### config.mk
export PLATFORM = sky130hd
export DESIGN_NAME = game_sequencer_flat
export DESIGN_NICKNAME = d
export VERILOG_FILES = /design/src/rtl/game_if.sv /design/src/rtl/game_sequencer.sv /design/src/flat_wrapper.sv
export SDC_FILE = /design/constraint.sdc
export NUM_CORES = 1
export LEC_CHECK = 0
export ABC_AREA = 1
export ABC_CLOCK_PERIOD_IN_PS = 1810
export CELL_PAD_IN_SITES_DETAIL_PLACEMENT = 0
export CELL_PAD_IN_SITES_GLOBAL_PLACEMENT = 1
export CORE_UTILIZATION = 37
export CTS_BUF_LIST = sky130_fd_sc_hd__clkbuf_16
export CTS_CLUSTER_DIAMETER = 30
export CTS_CLUSTER_SIZE = 16
export DETAILED_ROUTE_END_ITERATION = 7
export PLACE_DENSITY_LB_ADDON = 0.25
export SYNTH_ARGS = -nofsm -noshare
export SYNTH_HDL_FRONTEND = slang
export SYNTH_SLANG_ARGS = --single-unit
### constraint.sdc
create_clock -name clk -period 1.81 [get_ports clk]
set_input_delay 0.362 -clock clk [delete_from_list [all_inputs] [get_ports clk]]
set_output_delay 0.362 -clock clk [all_outputs]
set_load 0.02 [all_outputs]
### src/rtl/game_if.sv
// Chip Invaders sequencer bus: pixel/frame inputs toward the sequencer, game status back.
interface game_if;
  logic       vsync;
  logic       display_on;
  logic       laser_gfx;
  logic       alien_pixel;
  logic       bomb_gfx;
  logic       cannon_gfx;
  logic       aliens_cleared;
  logic       aliens_landed;
  logic       btn_start;
  logic       hit_alien;
  logic [7:0] score;
  logic [1:0] lives;
  logic [3:0] wave;
  logic       play_en;
  logic       formation_rst;
  logic       cannon_rst;
  logic [2:0] game_state;

  modport master (
    output vsync, display_on, laser_gfx, alien_pixel, bomb_gfx, cannon_gfx,
           aliens_cleared, aliens_landed, btn_start,
    input  hit_alien, score, lives, wave, play_en, formation_rst, cannon_rst, game_state
  );

  modport slave (
    input  vsync, display_on, laser_gfx, alien_pixel, bomb_gfx, cannon_gfx,
           aliens_cleared, aliens_landed, btn_start,
    output hit_alien, score, lives, wave, play_en, formation_rst, cannon_rst, game_state
  );
endinterface

### src/rtl/game_sequencer.sv
// Frame-level Chip Invaders controller: collision latching during scan-out,
// once-per-frame commit of score/lives/wave and the game state machine.
module game_sequencer #(
  parameter int unsigned START_LIVES      = 3,
  parameter int unsigned POINTS_PER_ALIEN = 1,
  parameter int unsigned DEATH_FRAMES     = 60,
  parameter int unsigned CLEAR_FRAMES     = 90
) (
  input logic  clk,
  input logic  reset,
  game_if.slave bus
);

  localparam int unsigned TIMER_W = 7;

  if (START_LIVES < 1 || START_LIVES > 3 ||
      DEATH_FRAMES < 1 || DEATH_FRAMES > 127 ||
      CLEAR_FRAMES < 1 || CLEAR_FRAMES > 127) begin : g_param_check
    $error("game_sequencer: illegal parameter value");
  end

  typedef enum logic [2:0] {
    ST_IDLE       = 3'd0,
    ST_PLAY       = 3'd1,
    ST_DYING      = 3'd2,
    ST_WAVE_CLEAR = 3'd3,
    ST_GAME_OVER  = 3'd4
  } state_t;

  state_t               state;
  logic                 vsync_q;
  logic                 lhit;
  logic                 chit;
  logic                 released;
  logic [TIMER_W-1:0]   timer;
  logic [7:0]           score_q;
  logic [1:0]           lives_q;
  logic [3:0]           wave_q;
  logic                 hit_q;
  logic                 frst_q;
  logic                 crst_q;
  logic                 play_q;

  logic                 frame_tick;
  logic                 in_play;
  logic                 laser_now;
  logic                 bomb_now;
  logic [8:0]           score_sum;
  logic [TIMER_W-1:0]   timer_inc;

  assign frame_tick = bus.vsync & ~vsync_q;
  assign in_play    = (state == ST_PLAY);
  assign laser_now  = bus.display_on & bus.laser_gfx & bus.alien_pixel;
  assign bomb_now   = bus.display_on & bus.bomb_gfx & bus.cannon_gfx;
  assign score_sum  = {1'b0, score_q} + 9'(POINTS_PER_ALIEN);
  assign timer_inc  = (timer == {TIMER_W{1'b1}}) ? timer : timer + TIMER_W'(1);

  assign bus.hit_alien     = hit_q;
  assign bus.score         = score_q;
  assign bus.lives         = lives_q;
  assign bus.wave          = wave_q;
  assign bus.play_en       = play_q;
  assign bus.formation_rst = frst_q;
  assign bus.cannon_rst    = crst_q;
  assign bus.game_state    = state;

  // Frame edge detect and per-frame collision latches; a hit on the tick cycle starts the next frame.
  always_ff @(posedge clk) begin
    if (reset) begin
      vsync_q <= 1'b0;
      lhit    <= 1'b0;
      chit    <= 1'b0;
    end else begin
      vsync_q <= bus.vsync;
      if (frame_tick) begin
        lhit <= in_play & laser_now;
        chit <= in_play & bomb_now;
      end else begin
        if (in_play & laser_now) lhit <= 1'b1;
        if (in_play & bomb_now)  chit <= 1'b1;
      end
    end
  end

  // Game state machine; every commit happens on frame_tick, pulses last one cycle.
  always_ff @(posedge clk) begin
    if (reset) begin
      state    <= ST_IDLE;
      score_q  <= 8'd0;
      lives_q  <= 2'(START_LIVES);
      wave_q   <= 4'd0;
      timer    <= '0;
      released <= 1'b0;
      hit_q    <= 1'b0;
      frst_q   <= 1'b0;
      crst_q   <= 1'b0;
      play_q   <= 1'b0;
    end else begin
      hit_q  <= 1'b0;
      frst_q <= 1'b0;
      crst_q <= 1'b0;
      if (frame_tick) begin
        case (state)
          ST_IDLE: begin
            if (bus.btn_start) begin
              state   <= ST_PLAY;
              score_q <= 8'd0;
              lives_q <= 2'(START_LIVES);
              wave_q  <= 4'd0;
              frst_q  <= 1'b1;
              crst_q  <= 1'b1;
              play_q  <= 1'b1;
            end
          end
          ST_PLAY: begin
            if (bus.aliens_landed) begin
              state    <= ST_GAME_OVER;
              lives_q  <= 2'd0;
              released <= 1'b0;
              play_q   <= 1'b0;
            end else begin
              if (lhit) begin
                hit_q   <= 1'b1;
                score_q <= score_sum[8] ? 8'hFF : score_sum[7:0];
              end
              if (chit) begin
                lives_q <= lives_q - 2'd1;
                timer   <= '0;
                play_q  <= 1'b0;
                if (lives_q == 2'd1) begin
                  state    <= ST_GAME_OVER;
                  released <= 1'b0;
                end else begin
                  state <= ST_DYING;
                end
              end else if (bus.aliens_cleared) begin
                state  <= ST_WAVE_CLEAR;
                timer  <= '0;
                play_q <= 1'b0;
              end
            end
          end
          ST_DYING: begin
            if (timer == TIMER_W'(DEATH_FRAMES - 1)) begin
              state  <= ST_PLAY;
              timer  <= '0;
              crst_q <= 1'b1;
              play_q <= 1'b1;
            end else begin
              timer <= timer_inc;
            end
          end
          ST_WAVE_CLEAR: begin
            if (timer == TIMER_W'(CLEAR_FRAMES - 1)) begin
              state  <= ST_PLAY;
              timer  <= '0;
              wave_q <= wave_q + 4'd1;
              frst_q <= 1'b1;
              play_q <= 1'b1;
            end else begin
              timer <= timer_inc;
            end
          end
          ST_GAME_OVER: begin
            if (!bus.btn_start) begin
              released <= 1'b1;
            end else if (released) begin
              state <= ST_IDLE;
            end
          end
          default: begin
            state  <= ST_IDLE;
            play_q <= 1'b0;
          end
        endcase
      end
    end
  end

endmodule

### src/flat_wrapper.sv
// flat-port wrapper written by rule: the top's interface ports become plain ports
module game_sequencer_flat 
#(
  parameter int unsigned START_LIVES      = 3,
  parameter int unsigned POINTS_PER_ALIEN = 1,
  parameter int unsigned DEATH_FRAMES     = 60,
  parameter int unsigned CLEAR_FRAMES     = 90
)
  (clk, reset, bus_vsync, bus_display_on, bus_laser_gfx, bus_alien_pixel, bus_bomb_gfx, bus_cannon_gfx, bus_aliens_cleared, bus_aliens_landed, bus_btn_start, bus_hit_alien, bus_score, bus_lives, bus_wave, bus_play_en, bus_formation_rst, bus_cannon_rst, bus_game_state);
  game_if bus_i ();
  input logic clk;
  input logic reset;
  input wire logic [$bits(bus_i.vsync)-1:0] bus_vsync;
  input wire logic [$bits(bus_i.display_on)-1:0] bus_display_on;
  input wire logic [$bits(bus_i.laser_gfx)-1:0] bus_laser_gfx;
  input wire logic [$bits(bus_i.alien_pixel)-1:0] bus_alien_pixel;
  input wire logic [$bits(bus_i.bomb_gfx)-1:0] bus_bomb_gfx;
  input wire logic [$bits(bus_i.cannon_gfx)-1:0] bus_cannon_gfx;
  input wire logic [$bits(bus_i.aliens_cleared)-1:0] bus_aliens_cleared;
  input wire logic [$bits(bus_i.aliens_landed)-1:0] bus_aliens_landed;
  input wire logic [$bits(bus_i.btn_start)-1:0] bus_btn_start;
  output wire logic [$bits(bus_i.hit_alien)-1:0] bus_hit_alien;
  output wire logic [$bits(bus_i.score)-1:0] bus_score;
  output wire logic [$bits(bus_i.lives)-1:0] bus_lives;
  output wire logic [$bits(bus_i.wave)-1:0] bus_wave;
  output wire logic [$bits(bus_i.play_en)-1:0] bus_play_en;
  output wire logic [$bits(bus_i.formation_rst)-1:0] bus_formation_rst;
  output wire logic [$bits(bus_i.cannon_rst)-1:0] bus_cannon_rst;
  output wire logic [$bits(bus_i.game_state)-1:0] bus_game_state;
  assign bus_i.vsync = bus_vsync;
  assign bus_i.display_on = bus_display_on;
  assign bus_i.laser_gfx = bus_laser_gfx;
  assign bus_i.alien_pixel = bus_alien_pixel;
  assign bus_i.bomb_gfx = bus_bomb_gfx;
  assign bus_i.cannon_gfx = bus_cannon_gfx;
  assign bus_i.aliens_cleared = bus_aliens_cleared;
  assign bus_i.aliens_landed = bus_aliens_landed;
  assign bus_i.btn_start = bus_btn_start;
  assign bus_hit_alien = bus_i.hit_alien;
  assign bus_score = bus_i.score;
  assign bus_lives = bus_i.lives;
  assign bus_wave = bus_i.wave;
  assign bus_play_en = bus_i.play_en;
  assign bus_formation_rst = bus_i.formation_rst;
  assign bus_cannon_rst = bus_i.cannon_rst;
  assign bus_game_state = bus_i.game_state;
  game_sequencer #(.START_LIVES(START_LIVES), .POINTS_PER_ALIEN(POINTS_PER_ALIEN), .DEATH_FRAMES(DEATH_FRAMES), .CLEAR_FRAMES(CLEAR_FRAMES)) u_core (.clk(clk), .reset(reset), .bus(bus_i));
endmodule
==> metrics.txt <==
share of power burned in registers=36.3%; Starting Density=39.6%; WS Path Type=register to output pin; most common cell after layout, fill and taps aside=nand2_1; largest net degree at the start of global routing=12; Residual DRC=0; XOR/XNOR share of the synthesized area=1.47%; simple-gate share of the synthesized area=38.1%; multiplexer share of the synthesized area=0%; Buf/Inv on CP=1; Setup violations, final=0; Total Wirelength=4160 um; H-tree Lvls=2; Avg Inst Size Synth=6.86 um2; clk buf depth=2; average wire per standard cell=11.7 um; share of cells above drive strength 1=13.5%; placed cell area=0.00221 mm2; cts bufs inserted=5; ant diodes=0; YS warnings=0; Syn Nets=276; Crit Path Max Fanout=7; critical path's top delay family=buffers and inverters; Filler Cell Count=445; Die Ht=71.4 um; unrepaired setup endpoints after global routing=false; crit path launch type=register; clk_lat worst skew=0.27 ns; Leak Pwr=0.990 nW; Req. time, crit path=1.45 ns; setup tns final=0 ns; core box area=0.00450 mm2; die area=0.00510 mm2; Vias/cell=4.88; total I/O pin count=32; P&R area growth vs syn=33.4%; clk root buf=clkbuf_16; vias in the first global route=1,698; clock network power share=42.4%; max-cap viol count=0; Logic pwr share=21.3%; adder-cell share of the synthesized area=3.51%; post-CTS setup repair buffer count=0; Placer Congestion=0.829; power density cells=920 mW/mm2; maximum vdd drop=0.436 mV; top cell type's share of synthesized area=35.9%; Hold Path Class=register to register; fin area=0.00238 mm2; remaining antenna violation count=0; CP max-delay cell=clkdlybuf4s50_1; DR pass1 iterations=4; Slew Viols, Final=0; most frequent cells in the layout=nand2_1 (59), clkdlybuf4s50_1 (31), dfxtp_1 (30); multi-input logic area=0.00101 mm2; CTS tree=done; clock skew=0.00702 ns; critical path arrival=1.34 ns; critical-path cell list=clkdlybuf4s50_1; Net Switching=0.619 mW; main area contributors after synthesis=dfxtp_1 (36%), nand2_1 (12%), a21oi_1 (7.6%), nand3_1 (6.5%), nor2_1 (6.1%); CP max stage delay=0.64 ns; vias=1,733; Seq. cell area=643 um2; Tcrit/Tclk final=94.3%; Synth Cell Area=0.00178 mm2; I/O Buffers=31; Sw Share=28.3%; first-pass GRT wire length=7290 um; internal power=1.57 mW; GRT overflow=0; sequential share of the synthesized area=35.9%; maximum clock rate=586 MHz; worst slew pin tran=0.363 ns; Crit. End Element=output pin; Mapped Cells=260; Nets=318; number of distinct library cells after synthesis=32; Tot GR Track Use=18.3%; Final Hold Viols=0; outcome=complete, no violations; post-layout min period=1.71 ns; initial antenna violation count=0; Compound-Gate Fraction of Synth Area=13.4%; Synth area leader=dfxtp_1; Sink Count=32; HPWL after DPL=3180 um; combinational family with the most area after synthesis=simple AND/OR/NAND/NOR gates; Synth Register Bits=32; row count=24; clock-pin slew on the worst setup and hold paths=0.05 ns; slew margin rel.=75.6%; Detailed Route Iter0 Violations=56; die width=71.4 um
==> state kept, by name, summed over array words and instances, names as in the netlist <==
signal,cells
u_core.bus.score,8
u_core.timer,7
u_core.bus.wave,4
u_core.bus.game_state,3
u_core.bus.lives,2
u_core.bus.cannon_rst,1
u_core.bus.formation_rst,1
u_core.bus.hit_alien,1
u_core.bus.play_en,1
u_core.chit,1
u_core.lhit,1
u_core.released,1
u_core.vsync_q,1
==> power groups by stage <==
stage,combinational [mW],sequential (mW),clock [mW]
floorplan,0.271,0.827,0
global placement,0.465,0.807,0
detailed placement,0.464,0.806,0
CTS,0.466,0.793,0.956
global route,0.514,0.799,0.991
finish,0.466,0.793,0.929
==> layer usage <==
layer  vias to the layer above  share of wire [%]  routed length [um]  track usage, %
met4                         0                2.4                  99            8.00
met5                         -                  0                   0               0
met1                       762                 50                2100            23.2
met3                         9                3.9                 163            5.34
met2                        31                 43                1800            29.1
li1                        931                  -                   -               -
==> synthesized netlist by cell type (all sizes together) <==
cell type and count:
nand2 65, nor2 34, dfxtp 32, inv 30, a21oi 28, nand3 24
o21ai 16, nor3 7, nand4 6, ha 5, clkbuf 2, nand3b 2
or2 2, xor2 2, buf 1, clkinv 1, o21bai 1, o31ai 1
xnor2 1
==> logic make-up (layout without fill, tap and decap cells) <==
| family | count (synthesis) | after routing |
|---|---|---|
| buf+inv | 34 | 77 |
| fa+ha+maj | 5 | 5 |
| simple gates | 140 | 140 |
| xor+xnor | 3 | 3 |
| compound gates | 46 | 46 |
| flops | 32 | 32 |
==> area by class of cell <==
cell class                      instances  area share, %
Timing Repair Buffer                   38           15.8
Multi-Input combinational cell        194           42.6
Sequential cell                        32           27.0
Inverter                               31           5.05
Clock inverter                          3           1.58
Clock buffer                            5           5.26
Tap cell                               52           2.74
==> worst paths after layout <==
path                                  from           endpoint  slack, ns  cells past startpoint
setup / recovery  u_core.bus.game_state[2]  bus_game_state[2]       0.10                      1
hold / removal                 u_core.lhit        u_core.lhit       0.48                      2
setup reg to reg           u_core.timer[0]    u_core.timer[1]       0.21                      8
hold reg to reg                u_core.lhit        u_core.lhit       0.48                      2
==> worst register-to-register path, delay by kind of cell (launching register included) <==
family                   cells  cell delay [ns]
AO/OA/AOI/OAI                1             0.17
adder cells (fa/ha/maj)      1             0.24
buffers and inverters        1             0.12
flip-flops                   1             0.39
AND/OR/NAND/NOR              5             0.57
==> stage by stage <==
step	power, mW	setup WS [ns]	util, %	hold slack [ns]	instances
floorplan	1.10	0.312	-	0.446	260
global placement	1.27	0.0378	49.0	0.470	347
detailed placement	1.27	0.00298	49.0	0.475	347
CTS	2.21	0.0967	52.7	0.482	355
global route	2.30	0.0152	52.8	0.503	355
finish	2.19	0.103	52.8	0.478	355
==> what timing repair did <==
item / CTS / global route
pin swaps: 0 / 0
hold endpoints to repair: 0 / 0
hold buffers: 0 / 0
endpoints found under the setup margin: 2 / 2
resized for setup: 2 / 3
No activity file was read; power rests on OpenSTA's default activity.
